File: config.mk
export PLATFORM = sky130hd
export DESIGN_NAME = bus_fabric
export DESIGN_NICKNAME = d
export VERILOG_FILES = /design/src/rtl/bus_fabric.sv
export SDC_FILE = /design/constraint.sdc
export NUM_CORES = 1
export LEC_CHECK = 0
export BUFFER_PORTS_ARGS = -buffer_cell sky130_fd_sc_hd__clkbuf_2
export CAP_MARGIN = 20
export CORE_MARGIN = 4
export CORE_UTILIZATION = 40
export DETAILED_ROUTE_END_ITERATION = 10
export GPL_ROUTABILITY_DRIVEN = 0
export PLACE_DENSITY = 0.79
export SYNTH_ARGS = -nofsm -noshare
export SYNTH_HDL_FRONTEND = slang
export SYNTH_SLANG_ARGS = --single-unit
export TNS_END_PERCENT = 20
File: constraint.sdc
create_clock -name clk -period 2.9 [get_ports clk]
set_input_delay 0 -clock clk [delete_from_list [all_inputs] [get_ports clk]]
set_output_delay 0 -clock clk [all_outputs]
set_load 0.01 [all_outputs]
File: src/rtl/bus_fabric.sv
// Address-decoding bus fabric: one CPU master, NSLOTS I/O slots plus a
// default memory target, with per-target wait states and an access timeout.
module bus_fabric #(
  parameter int                  NSLOTS    = 8,
  parameter logic [15:0]         IO_BASE   = 16'hE600,
  parameter int                  SLOT_BITS = 5,
  parameter logic [NSLOTS*4-1:0] SLOT_WS   = '0,
  parameter int                  MEM_WS    = 0,
  parameter int                  TIMEOUT   = 64
) (
  input  logic                clk,
  input  logic                rst,
  input  logic                cpu_valid,
  input  logic                cpu_read,
  input  logic [15:0]         cpu_addr,
  input  logic [7:0]          cpu_dout,
  output logic [7:0]          cpu_din,
  output logic                cpu_ready,
  output logic [NSLOTS-1:0]   dev_sel,
  output logic                dev_we,
  output logic [15:0]         dev_addr,
  output logic [7:0]          dev_wdata,
  input  logic [NSLOTS*8-1:0] dev_rdata,
  input  logic [NSLOTS-1:0]   dev_ready,
  output logic                mem_sel,
  input  logic [7:0]          mem_rdata,
  input  logic                mem_ready,
  input  logic                err_clr,
  output logic                bus_err,
  output logic [15:0]         err_addr
);

  localparam int SW = (NSLOTS > 1) ? $clog2(NSLOTS) : 1;
  localparam int TW = $clog2(TIMEOUT + 1);
  localparam logic [16:0] IO_LO = {1'b0, IO_BASE};
  localparam logic [16:0] IO_HI =
    IO_LO + 17'(NSLOTS << SLOT_BITS);

  typedef enum logic {IDLE, ACCESS} state_e;

  state_e          state_q, state_d;
  logic            mem_q, mem_d;
  logic [SW-1:0]   slot_q, slot_d;
  logic            rd_q, rd_d;
  logic [15:0]     addr_q, addr_d;
  logic [7:0]      wdata_q, wdata_d;
  logic [3:0]      wcnt_q, wcnt_d;
  logic [TW-1:0]   tcnt_q, tcnt_d;
  logic [7:0]      din_q, din_d;
  logic            rdy_q, rdy_d;
  logic            err_q, err_d;
  logic [15:0]     eaddr_q, eaddr_d;

  logic [16:0]     off;
  logic            in_io;
  logic [SW-1:0]   slot_dec;
  logic [3:0]      ws_dec;
  logic            tgt_rdy;
  logic [7:0]      tgt_data;
  logic [TW-1:0]   tcnt_inc;
  logic            start, done, tmo;

  assign off      = {1'b0, cpu_addr} - IO_LO;
  assign in_io    = ({1'b0, cpu_addr} >= IO_LO) &&
                    ({1'b0, cpu_addr} <  IO_HI);
  assign slot_dec = SW'(off >> SLOT_BITS);
  assign ws_dec   = in_io ? 4'(SLOT_WS >> {slot_dec, 2'b00})
                          : 4'(MEM_WS);

  assign tgt_rdy  = mem_q ? mem_ready : dev_ready[slot_q];
  assign tgt_data = mem_q ? mem_rdata
                          : dev_rdata[{slot_q, 3'b000} +: 8];

  // The cpu_ready cycle blocks a new start so accesses never overlap.
  assign start    = (state_q == IDLE) && cpu_valid && !rdy_q;
  assign tcnt_inc = tcnt_q + 1'b1;
  assign done     = (state_q == ACCESS) && (wcnt_q == 4'd0) &&
                    tgt_rdy;
  assign tmo      = (state_q == ACCESS) && !done &&
                    (tcnt_inc == TW'(TIMEOUT));

  always_ff @(posedge clk or negedge rst) begin
    if (!rst) begin
      state_q <= IDLE;
      mem_q   <= 1'b0;
      slot_q  <= '0;
      rd_q    <= 1'b0;
      addr_q  <= 16'h0000;
      wdata_q <= 8'h00;
      wcnt_q  <= 4'd0;
      tcnt_q  <= '0;
      din_q   <= 8'hFF;
      rdy_q   <= 1'b0;
      err_q   <= 1'b0;
      eaddr_q <= 16'h0000;
    end else begin
      state_q <= state_d;
      mem_q   <= mem_d;
      slot_q  <= slot_d;
      rd_q    <= rd_d;
      addr_q  <= addr_d;
      wdata_q <= wdata_d;
      wcnt_q  <= wcnt_d;
      tcnt_q  <= tcnt_d;
      din_q   <= din_d;
      rdy_q   <= rdy_d;
      err_q   <= err_d;
      eaddr_q <= eaddr_d;
    end
  end

  always_comb begin
    state_d = state_q;
    mem_d   = mem_q;
    slot_d  = slot_q;
    rd_d    = rd_q;
    addr_d  = addr_q;
    wdata_d = wdata_q;
    wcnt_d  = wcnt_q;
    tcnt_d  = tcnt_q;
    din_d   = din_q;
    rdy_d   = 1'b0;
    err_d   = err_q;
    eaddr_d = eaddr_q;
    unique case (state_q)
      IDLE: begin
        if (start) begin
          state_d = ACCESS;
          mem_d   = !in_io;
          slot_d  = in_io ? slot_dec : '0;
          rd_d    = cpu_read;
          addr_d  = cpu_addr;
          wdata_d = cpu_dout;
          wcnt_d  = ws_dec;
          tcnt_d  = '0;
        end
      end
      ACCESS: begin
        tcnt_d = tcnt_inc;
        if (wcnt_q != 4'd0) begin
          wcnt_d = wcnt_q - 4'd1;
        end
        if (done) begin
          state_d = IDLE;
          rdy_d   = 1'b1;
          if (rd_q) begin
            din_d = tgt_data;
          end
        end else if (tmo) begin
          state_d = IDLE;
          rdy_d   = 1'b1;
          din_d   = 8'hFF;
        end
      end
      default: state_d = IDLE;
    endcase
    // A timeout on the same edge as err_clr keeps the flag set.
    if (tmo) begin
      err_d   = 1'b1;
      eaddr_d = addr_q;
    end else if (err_clr) begin
      err_d = 1'b0;
    end
  end

  always_comb begin
    dev_sel = '0;
    mem_sel = 1'b0;
    dev_we  = 1'b0;
    if (state_q == ACCESS) begin
      dev_we = !rd_q;
      if (mem_q) begin
        mem_sel = 1'b1;
      end else begin
        dev_sel = NSLOTS'(1) << slot_q;
      end
    end
  end

  assign cpu_din   = din_q;
  assign cpu_ready = rdy_q;
  assign dev_addr  = addr_q;
  assign dev_wdata = wdata_q;
  assign bus_err   = err_q;
  assign err_addr  = eaddr_q;

endmodule
After elaboration in Yosys (flattened, before gate mapping)
Cells that the tools add are included.

storage, ports and cells
  register bits = 67
  bits of input ports = 110
  logic and storage cells = 72

operators by class
  $add $sub $neg = 3
  order comparisons = 3
  equal/unequal tests = 4
  shift operators = 3
  muxes and demuxes = 28
  bitwise operators = 1
  reductions and logical operators = 18

operators by type and width
  operator                                            count
  indexed part select 64 x 7 -> 8 bit                 1
  2-to-1 mux 8 bit                                    6
  >= comparator 16 bit, second input constant         1
  < comparator 16 bit, second input constant          1
  case mux 7 bit (2 select lines)                     1
  2-to-1 mux 1 bit                                    13
  2-to-1 mux 4 bit                                    3
  case mux 4 bit (2 select lines)                     1
  left shift 1 x 3 -> 8 bit, first input constant     1
  subtractor 8 x 1 -> 8 bit, second input constant    1
  adder 7 x 1 -> 7 bit, second input constant         1
  == test 7 bit, second input constant                1
  logical AND 1 bit                                   7
  2-to-1 mux 7 bit                                    1
  >> shifter 1 x 5 -> 4 bit, first input constant     1
  logical NOT 1 bit                                   4
  logical NOT 4 bit                                   1
  < comparator 3 x 4 -> 1 bit, second input constant  1
  inequality test 2 bit, second input constant        2
  AND reduction 2 bit                                 2
  nonzero test 2 bit                                  2
  nonzero test 4 bit                                  1
  subtractor 4 x 1 -> 4 bit, second input constant    1
  binary-select mux 1 bit (select 3 bit)              1
  other kinds (5)                                     5

Depth between registers and ports, before layout
  depth in word-level cells = 10
  depth in mapped cells = 9
  depth with buffers taken out = 7

Worst setup path after synthesis
OpenSTA, ideal clock, no wires.

  path type = register to register
  start point = reg tcnt_q[0]
  end point = reg eaddr_q[1], in the netlist err_addr[1]
  data arrival time = 2200 ps
  path slack = 574 ps
  stages on the path, launching flop included = 10
  cell sequence = dfrtp_1 -> ha_1 -> nand3_2 -> or4_4 -> o21ai_2 -> nor4b_4 -> and2_1 -> buf_6 -> buf_12 -> mux2_4

between the ends
  cells in the longest elaborated chain, start to end = 3

ends and longest elaborated chain
  element                 line  RTL
  start, declared         48    logic [TW-1:0] tcnt_q, tcnt_d;
  start signal, assigned  104   tcnt_q <= tcnt_d;
  adder 7 x 1 -> 7 bit    76    assign tcnt_inc = tcnt_q + 1'b1;
  == test 7 bit           80    (tcnt_inc == TW'(TIMEOUT));
  logical AND 1 bit       79    assign tmo = (state_q == ACCESS) && !done &&
  end signal, assigned    108   eaddr_q <= eaddr_d;
  end, declared           52    logic [15:0] eaddr_q, eaddr_d;

Every way passes these cells.
A chain may end at the register's enable or synchronous reset.

Final worst setup path
  start point = reg tcnt_q[0]
  end point = reg eaddr_q[0], in the netlist err_addr[0]

Same word-level chain as after synthesis.

==> flow_results.org <==
** Worst setup path
- R2R setup slack :: ~0.36 ns
- The setup path with the least slack is of type reg -> reg.
- Kind of start point of the critical path :: flop
- Counting cells, the worst reg-to-reg path comes to 8.
- Data on the critical path arrives at its endpoint at 2.77 ns.
- The worst register-to-register path ends at err_addr[0].
- STA classifies the critical path endpoint as a flop.
- In this run the critical register-to-register path is launched from tcnt_q[0].
- Critical path required time :: 3.13 ns
- Along the worst path, the maximum fanout reaches 17.

** Pwr
- IR Drop Worst-Case VDD :: 0.4487 mV
- Overall Power :: roughly 3.7 mW
- Summed over all cells, the static leakage comes to between 2 and 3 nW.
- Dividing total power by cell area gives a power density of approximately 730 mW/mm².

** Synth
- Of the post-synthesis cell area, the dominant cell type holds 0.4110.
- Most used DFF post-synth :: dfrtp_1
- The netlist uses 48 different library cells.
- For this run, the number of Yosys warnings is 0.
- Flip-flop and latch count after synthesis :: 67
- Mapped Cells :: roughly 370
- The synthesized design contains 0 enable-type register cells.
- Summed over all instances, the cell type with the most area after synthesis is dfrtp_1.
- Number of nets produced by synthesis :: roughly 490
- Leading post-synthesis cells by cell area :: dfrtp_1, nand2_1, dfstp_2, mux2i_1, mux2_2
- After synthesis, the mean cell area works out to about 9.6 µm².
- In the synthesized netlist the async set-or-reset flop fraction comes to 1.000.
- Post-synth design cell area :: about 0.0036 mm²
- The share of the Yosys chip area taken by registers is 0.4695.

** Global route
- First-pass GRT wire length :: around 17 mm
- Global-route met2 utilization :: 0.3719
- Pin count of the biggest net entering global routing :: 44
- Met3 usage in global routing :: 0.05413
- Met1 Track Usage GR :: 0.2461
- The initial antenna violation count was 0.
- The number of global-route vias before repair was around 3600.
- Most Crowded Layer GR :: met2
- GR Util All Layers :: 0.2092
- After global routing the overflow that remains totals 0.

** Timing
- Subtracting the final worst setup slack from the clock period gives about 2.5 ns.
- After layout, the worst setup slack is between 0.3 and 0.4 ns.
- Hold violation count in the final report :: 0
- Post-route clock skew :: 0.007442 ns
- Setup repair after global routing left no endpoint under its margin.
- Max Freq :: approximately 390 MHz
- Max-slew headroom at the worst pin :: 0.4720
- Final clock period utilization by the worst path :: 0.8757
- The count of pins over their slew limit was 0.
- Fin Setup TNS :: 0 ns
- Setup violations remaining at the end of the flow were counted as 0.
- Slew at the pin closest to its max-slew limit :: 0.7920 ns

** Die
- For this configuration, the core starts out at a cell density of 0.4119.
- Horizontal die dimension :: ~100 µm
- Top-Level Pins :: between 150 and 200
- The core region is roughly 0.0087 mm².
- The floorplan has 34 rows.
- Floorplan die area :: 0.01056 mm²
- The floorplan step set the die height to roughly 100 µm.

** Worst hold path
- WHS Path Cells :: 4
- End point of the worst hold path :: cpu_din[1]
- The worst hold path belongs to the class in -> reg.
- Hold path startpoint :: mem_rdata[1]

** Clocking
- The root buffer cell chosen for the clock tree is clkbuf_8.
- # clock sinks :: 67
- After clock tree synthesis, the clock-pin slew on the worst setup and hold paths is 0.07 ns.
- Post CTS Setup Buffer Count :: 0
- TritonCTS built the clock tree.
- In this run the deepest clock path goes through 2 buffers.
- Total clock buffers created by CTS :: 9
- Insertion delay to the later sink of the worst-skew pair :: roughly 0.34 ns
- CTS H-Tree Depth :: 3

** Layout
- Antenna diodes :: 0
- Fill cells in the final layout number ~730.
- Area occupied by registers :: about 0.0017 mm²
- The multi-input combinational cells in the finished layout cover a total of around 0.0017 mm².
- From synthesis to final layout, the design area changed by 41.45%.
- The final layout contains about 690 nets.
- Of the cells placed in the final design, the portion with a size suffix greater than 1 is 0.4073.

** Routing
- The routed layout has approximately 3500 vias.
- Remaining number of nets flagged by the antenna check after routing :: 0
- For this block, the routed nets add up to between 10 and 15 mm of wire.
- Vias per std cell :: slightly above 5
- First drt pass iteration count :: 4
- Number of design rule violations left after detail routing :: 0
- Dividing the detail-routed wire length by the instance count gives roughly 16 µm.
- Number of DRC markers after the initial detailed-route iteration :: 209

** Place
- Before CTS, the worst setup slack after placement is between 0.3 and 0.4 ns.
- Once detailed placement completed, the half-perimeter wirelength came to around 8.4 mm.
- In this run the tool buffered the top-level ports with 169 buffer cells.

** Flow run
- Maximum capacitance violations :: 0

** Outcome
- The flow ran to the end, and the final reports show no timing, DRC or antenna violations.
## area by class of cell
| cell class | instances | area share |
|---|---|---|
| clock buffers | 10 | 0.02512 |
| clock inverters | 6 | 0.01773 |
| inverters | 13 | 0.009604 |
| multi-input cells | 267 | 0.3396 |
| flip-flops and latches | 67 | 0.3322 |
| well taps | 108 | 0.02659 |
| repair buffers | 214 | 0.2492 |
## sequential cells by signal, summed over array words and instances, names as in the netlist
signal and cells:
cpu_din 8, err_addr 16, dev_addr 16, mem_q 1, bus_err 1, rd_q 1, cpu_ready 1, tcnt_q 7
slot_q 3, dev_wdata 8, wcnt_q 4, state_q 1
## cells in the mapped netlist, types with 2 or more instances
cell	n
a211oi_1	7
a21o_1	2
a21oi_1	4
a22o_1	3
a22oi_1	3
a2bb2oi_1	5
and2_1	2
and3_1	2
buf_2	5
clkbuf_1	17
dfrtp_1	59
dfstp_2	8
ha_1	3
inv_1	13
mux2_2	16
mux2_4	9
mux2i_1	19
nand2_1	101
nand2b_1	5
nand3_1	3
nor2_1	15
nor2b_1	4
nor3_1	7
nor3b_1	3
nor4_1	2
o211ai_1	5
o21ai_0	11
o221ai_1	6
o22ai_1	6
o31ai_1	3
o32ai_1	4
xnor2_1	5
## cells by family (layout without fill, tap and decap cells)
family / count (synthesis) / count (layout) / share of synthesized area
simple gates: 151 / 151 / 0.1884
flops: 67 / 67 / 0.4695
compound gates: 63 / 63 / 0.1261
mux: 44 / 44 / 0.1407
buf+inv: 39 / 243 / 0.05016
xor+xnor: 6 / 6 / 0.01463
fa+ha+maj: 3 / 3 / 0.01045
## cells in the final DEF, fill, tap and decap left out, types with 3 or more instances in the layout
master,netlist,routed
mux2_4,9,9
dfstp_2,8,8
dlygate4sd3_1,0,33
o31ai_1,3,3
nand2_1,101,101
nand2b_1,5,5
a21oi_1,4,4
mux2_2,16,16
nor2b_1,4,4
o32ai_1,4,4
o21ai_0,11,11
o211ai_1,5,5
xnor2_1,5,5
ha_1,3,3
clkbuf_2,0,168
nor2_1,15,15
o221ai_1,6,6
buf_4,1,12
clkbuf_8,0,9
a2bb2oi_1,5,5
inv_1,13,13
mux2i_1,19,19
nor3b_1,3,3
dfrtp_1,59,58
a22o_1,3,3
nor3_1,7,7
nand3_1,3,3
a22oi_1,3,3
o22ai_1,6,6
a211oi_1,7,7
## critical path, cell delays in order, from the launching register on
cell	delay, ns
dfrtp_1	0.41
ha_1	0.27
nand3_2	0.14
or4_4	0.50
o21ai_2	0.08
nor4b_4	0.23
and2_1	0.16
buf_4	0.27
mux2_2	0.37
## stage by stage
stage / utilization / hold slack, ns / cell area (µm²) / instances
2_1_floorplan: - / -0.2956 / 3592 / 373
3_3_place_gp: 0.5198 / -0.1521 / 4533 / 636
3_5_place_dp: 0.5198 / -0.1489 / 4533 / 636
4_1_cts: 0.5826 / 0.005336 / 5081 / 685
5_1_grt: 0.5826 / 0.04153 / 5081 / 685
6_report: 0.5826 / 0.01695 / 5081 / 685
## worst max-delay path by stage
stage	from	endpoint	slack, ns	cells past startpoint
after detailed placement	tcnt_q[0]	err_addr[10]	0.37	8
final	tcnt_q[0]	err_addr[0]	0.36	8
after global routing	tcnt_q[0]	err_addr[0]	0.20	8
after global placement	state_q	err_addr[10]	0.44	7
after floorplan	tcnt_q[0]	err_addr[1]	0.57	9
after CTS	tcnt_q[0]	err_addr[10]	0.35	8
## metal layers
layer  wire [µm]  up-vias
met2        5442      184
met3        1171       16
met5           0        -
li1            -     1685
met1        4263     1654
met4         223        0
## timing repair
| action | in CTS | in global routing |
|---|---|---|
| gates resized for setup | 0 | 0 |
| endpoints found under the hold margin | 94 | 0 |
| hold buffers | 33 | 0 |
## power by group
group | leakage, nW | internal [mW] | switching (mW)
Sequential | 0.851 | 1.26 | 0.271
Combinational | 1.65 | 0.583 | 0.727
Clock | 0.106 | 0.486 | 0.363
No activity file was read; power rests on OpenSTA's default activity.
